**src/rtl/sysarray_result_drain.sv**
```systemverilog
// Result unloader for the 4x4 dual-bank systolic array: snapshots both result
// banks on `done` and streams them out one element per valid/ready transfer.
module sysarray_result_drain #(
   parameter int WIDTH     = 8,
   parameter int SAT_BANK1 = 1
) (
   input  logic                    clk,
   input  logic                    _reset,
   input  logic                    done,
   input  logic [16*2*WIDTH-1:0]   result1_flat,
   input  logic [16*2*WIDTH-1:0]   result2_flat,
   output logic                    out_valid,
   input  logic                    out_ready,
   output logic [2*WIDTH-1:0]      out_data,
   output logic                    out_bank,
   output logic [1:0]              out_row,
   output logic [1:0]              out_col,
   output logic                    out_last,
   output logic                    busy,
   output logic                    overrun,
   output logic [1:0]              dbg_state
);

   localparam int EW = 2 * WIDTH;
   localparam logic [EW-1:0] SAT_MAX = {{(WIDTH+1){1'b0}}, {(WIDTH-1){1'b1}}};
   localparam logic [EW-1:0] SAT_MIN = {{(WIDTH+1){1'b1}}, {(WIDTH-1){1'b0}}};

   typedef enum logic [1:0] {
      ST_IDLE  = 2'd0,
      ST_SEND1 = 2'd1,
      ST_SEND2 = 2'd2
   } state_t;

   state_t        state, state_n;
   logic [3:0]    index, index_n;
   logic          capture;
   logic          overrun_set;
   logic          xfer;
   logic [EW-1:0] snap1 [16];
   logic [EW-1:0] snap2 [16];
   logic [EW-1:0] raw1, raw2, sat1;

   // Handshake: an element moves on a rising edge where out_valid && out_ready;
   // while out_valid is high and out_ready low, data and tags hold, and
   // out_valid only falls after a transfer (or on reset).
   assign xfer = out_valid & out_ready;

   always_ff @(posedge clk or negedge _reset) begin
      if (!_reset) begin
         state   <= ST_IDLE;
         index   <= 4'd0;
         overrun <= 1'b0;
         for (int k = 0; k < 16; k++) begin
            snap1[k] <= '0;
            snap2[k] <= '0;
         end
      end else begin
         state <= state_n;
         index <= index_n;
         if (overrun_set) overrun <= 1'b1;
         if (capture) begin
            for (int k = 0; k < 16; k++) begin
               snap1[k] <= result1_flat[k*EW +: EW];
               snap2[k] <= result2_flat[k*EW +: EW];
            end
         end
      end
   end

   always_comb begin
      state_n     = state;
      index_n     = index;
      capture     = 1'b0;
      overrun_set = 1'b0;
      case (state)
         ST_IDLE: begin
            if (done) begin
               capture = 1'b1;
               state_n = ST_SEND1;
               index_n = 4'd0;
            end
         end
         ST_SEND1: begin
            if (done) overrun_set = 1'b1;
            if (xfer) begin
               index_n = index + 4'd1;
               if (index == 4'd15) state_n = ST_SEND2;
            end
         end
         ST_SEND2: begin
            if (xfer && index == 4'd15) begin
               // A `done` on the final transfer chains straight into the next frame.
               index_n = 4'd0;
               if (done) begin
                  capture = 1'b1;
                  state_n = ST_SEND1;
               end else begin
                  state_n = ST_IDLE;
               end
            end else begin
               if (done) overrun_set = 1'b1;
               if (xfer) index_n = index + 4'd1;
            end
         end
         default: begin
            state_n = ST_IDLE;
            index_n = 4'd0;
         end
      endcase
   end

   assign raw1 = snap1[index];
   assign raw2 = snap2[index];

   always_comb begin
      sat1 = raw1;
      if ($signed(raw1) > $signed(SAT_MAX))      sat1 = SAT_MAX;
      else if ($signed(raw1) < $signed(SAT_MIN)) sat1 = SAT_MIN;
   end

   always_comb begin
      out_data = '0;
      if (state == ST_SEND1)      out_data = (SAT_BANK1 != 0) ? sat1 : raw1;
      else if (state == ST_SEND2) out_data = raw2;
   end

   assign out_valid = (state != ST_IDLE);
   assign busy      = (state != ST_IDLE);
   assign out_bank  = (state == ST_SEND2);
   assign out_row   = index[3:2];
   assign out_col   = index[1:0];
   assign out_last  = (state == ST_SEND2) && (index == 4'd15);
   assign dbg_state = state;

endmodule
```
**config.mk**
```make
export PLATFORM = sky130hd
export DESIGN_NAME = sysarray_result_drain
export DESIGN_NICKNAME = d
export VERILOG_FILES = /design/src/rtl/sysarray_result_drain.sv
export SDC_FILE = /design/constraint.sdc
export NUM_CORES = 1
export LEC_CHECK = 0
export CAP_MARGIN = 25
export CORE_UTILIZATION = 30
export DETAILED_ROUTE_END_ITERATION = 10
export PLACE_DENSITY_LB_ADDON = 0.05
export SYNTH_ARGS = -nofsm -noshare
export SYNTH_HDL_FRONTEND = slang
export SYNTH_SLANG_ARGS = --single-unit
```
**constraint.sdc**
```tcl
create_clock -name clk -period 3.9 [get_ports clk]
set_clock_uncertainty 0.05 [all_clocks]
set_input_delay 1.17 -clock clk [delete_from_list [all_inputs] [get_ports clk]]
set_output_delay 1.17 -clock clk [all_outputs]
set_load 0.01 [all_outputs]
```
==> impl_results.md <==
- GRT overflow: 0
- FF-to-FF End: snap2[109]$_DFFE_PN0P_
- Clock transition at path regs: 60 ps
- Peak supply drop: 398.2 uV
- Die X: 282.9 um
- CTS Buf Count: 60
- Switching Fraction: 0.3196
- Largest net degree at the start of global routing: 81
- Avg WL per Cell: 25.90 um
- IO Port Bufs: 542
- Worst path required time: 2680 ps
- Power density cells: 736.7 nW/um2
- Worst Hold Depth: 1
- Least-Margin Pin Slew: 678.6 ps
- Drt pass-1 iters: 4
- Max_cap viols: 0
- RSZ-0062 raised after global routing: true
- Clock group share of total power: 0.228
- Vias per inst: 4.782
- Number of DRC markers in iteration 0: 658
- Ys Warns: 0
- Cells on worst reg2reg path: 9
- Worst-path maximum fanout: 8
- Share of power burned in registers: 0.392
- Final wirelength: 81090 um
- Total Routing Usage GR: 0.2056
- CTS Root Cell: clkbuf_16
- Critical Path AT: 3390 ps
- First-pass GRT wire length: 118300 um
- Worst Setup End Kind: output port
- Hold_sp: snap2[104]$_DFFE_PN0P_
- Synth Net Count: 1945
- Die span in y: 282.9 um
- Num rows: 102
- Commonest non-fill, non-tap cell in the layout: clkdlybuf4s50_1
- Final hold vios: 0
- Cts-stage hold buffer count: 0
- Post-synthesis cell type count: 40
- Util after Layout: 0.4333
- CP Launch Type: register
- Combinational power share: 0.380
- Initial core utilization: 0.3045
- Cell area after synthesis: 23660 um2
- Layout area overhead: 42.32%
- Failing checks: setup timing
- Seq/Total Area, Yosys: 0.5488
- Setup CP Type: reg -> out
- Synth top area share: 0.5488
- Post-synth top area cell: dfrtp_1
- Clock latency on the worst-skew pair: 610 ps
- Rel. slew slack: 0.5476
- Status: finished, violations left
- #FFs+latches synth: 519
- Synth top area cells: dfrtp_1 55%, mux2_1 23%, mux4_2 14%
- Syn Inst Count: 1423
- Most frequent cells in the layout: 524 x clkdlybuf4s50_1, 515 x dfrtp_1, 482 x mux2_1
- Residual DRC: 0
- Count of final setup violators: 16
- H-tree lvl count: 2
- Max Buffers Root-to-Sink: 3
- Antenna-violating nets left: 0
- Initial antenna violation count: 15
- DIE AREA: 80010 um2
- Tcrit/Tclk final: 1.182
- Nets: 2564
- Layout cells sized above 1: 0.2315
- Via count: 14974
- # clock sinks: 519
- Vias in the first global route: 16728
- LEAKAGE: 13.34 nW
- Maximum clock rate: 0.2169 GHz
- CTS tree: done
- Worst hold slack: 433.2 ps
- Routability cong.: 0.8065
- Internal power: 0.01688 W
- Max-slew violations: 0
- WHS Endpoint: snap2[104]$_DFFE_PN0P_
- Num ports: 543
- Tmin final: 4610 ps
- R2R Setup Slk: 970 ps
- Psw: 0.007930 W
- Fill count: 6955
- Reg2reg start: index[0]$_DFFE_PN0N_
- Hold Crit Class: reg -> reg
- HPWL after DPL: 61790 um
- Mapped Avg Cell Area: 16.63 um2
- Final worst slack: -710.4 ps
- Area of the core: 77720 um2
[logic make-up (layout without fill, tap and decap cells)]
group | count (synthesis) | after routing | synth area share
muxes | 665 | 665 | 0.3888
and+or+nand+nor | 61 | 61 | 0.01570
adders and majority gates | 6 | 6 | 0.003172
AOI/OAI and AO/OA | 64 | 64 | 0.02004
DFF | 519 | 519 | 0.5488
buffers and inverters | 108 | 771 | 0.02348
other | 0 | 5 | 0
[worst max-delay path: stages, from the launching register on]
cell,delay (ps)
dfrtp_4,460
buf_12,150
mux4_2,500
mux4_2,550
nand4_1,160
ha_4,260
nand2b_4,160
a31o_1,210
a41oi_2,160
buf_4,170
[layout make-up]
cell class	count	area [um2]	area share
Antenna cell	5	12.51	0.0003715
Clock inverter	19	181.4	0.005387
Clock buffer	87	1804	0.05357
Inverter	6	22.52	0.0006687
Timing Repair Buffer	659	6883	0.2044
Tap cell	1040	1301	0.03864
Sequential cell	519	13000	0.3860
Multi-Input combinational cell	796	10470	0.3110
[repair_timing]
action	CTS	global route
pin swaps	37	11
setup endpoints to repair	17	17
gates cloned	5	0
resized for setup	147	16
buffers inserted	10	3
[synth_stat cells]
| cell type | instances |
|---|---|
| nand2b_1 | 8 |
| buf_2 | 68 |
| o41ai_1 | 2 |
| inv_2 | 1 |
| inv_1 | 5 |
| mux2_2 | 31 |
| a32o_1 | 1 |
| a31o_1 | 7 |
| o2111ai_1 | 1 |
| nand2_1 | 17 |
| o21ai_2 | 1 |
| and3_1 | 1 |
| a22oi_1 | 14 |
| clkbuf_1 | 19 |
| o21bai_1 | 2 |
| nor2b_1 | 6 |
| mux2_1 | 482 |
| buf_6 | 3 |
| buf_4 | 4 |
| buf_1 | 6 |
| o21ai_0 | 1 |
| o21ai_1 | 12 |
| o31a_1 | 1 |
| a31oi_4 | 1 |
| a22oi_2 | 2 |
| and2_1 | 4 |
| a41oi_1 | 7 |
| nor4b_1 | 1 |
| o32ai_1 | 1 |
| a21oi_1 | 10 |
| nor4_4 | 4 |
| nand2_2 | 5 |
| mux4_2 | 152 |
| a21o_1 | 1 |
| ha_1 | 6 |
| nand4_1 | 3 |
| dfrtp_1 | 519 |
| buf_8 | 1 |
| buf_12 | 1 |
| nor2_1 | 12 |
[sequential cells by signal, summed over array words and instances, names as in the netlist]
register,cells
dbg_state,2
index,4
snap1,256
overrun,1
snap2,256
[how the worst max path moves through the flow]
stage,startpoint,endpoint,slack (ps),depth (start not counted)
floorplan,index[0]$_DFFE_PN0N_,out_data[5],-130,11
global placement,index[0]$_DFFE_PN0N_,out_data[7],-650,12
finish,index[0]$_DFFE_PN0N_,out_data[1],-710,9
detailed placement,index[0]$_DFFE_PN0N_,out_data[7],-690,11
CTS,index[0]$_DFFE_PN0N_,out_data[1],-830,13
global route,index[0]$_DFFE_PN0N_,out_data[1],-870,13
[power groups by stage]
stage,clock network (W),registers [W],logic (W)
final,0.00566,0.00972,0.00943
after detailed placement,0,0.00981,0.00905
after global routing,0.00608,0.0101,0.0102
after CTS,0.00586,0.00972,0.00961
after global placement,0,0.00982,0.00890
after floorplan,0,0.00905,0.00580
[per-layer routing]
metal | share of wire | routed length, um | GRT usage
met5 | 0.0015 | 124 | 0
met4 | 0.019 | 1546 | 0.04324
met3 | 0.073 | 5959 | 0.05524
met2 | 0.49 | 40020 | 0.3465
met1 | 0.41 | 33450 | 0.2641
[through the flow]
| stage | area, um2 | total power (W) | cells | worst slack, ps | TNS, ps |
|---|---|---|---|---|---|
| 2_1_floorplan | 23810 | 0.01486 | 1423 | -130.6 | -358.6 |
| 3_3_place_gp | 31150 | 0.01872 | 3009 | -647.9 | -9188 |
| 3_5_place_dp | 31150 | 0.01886 | 3009 | -690.9 | -9618 |
| 4_1_cts | 33570 | 0.02519 | 3124 | -828.7 | -12090 |
| 5_1_grt | 33670 | 0.02635 | 3127 | -874.0 | -12870 |
| 6_report | 33680 | 0.02481 | 3131 | -710.4 | -10340 |
(Power assumes the default switching activity.)
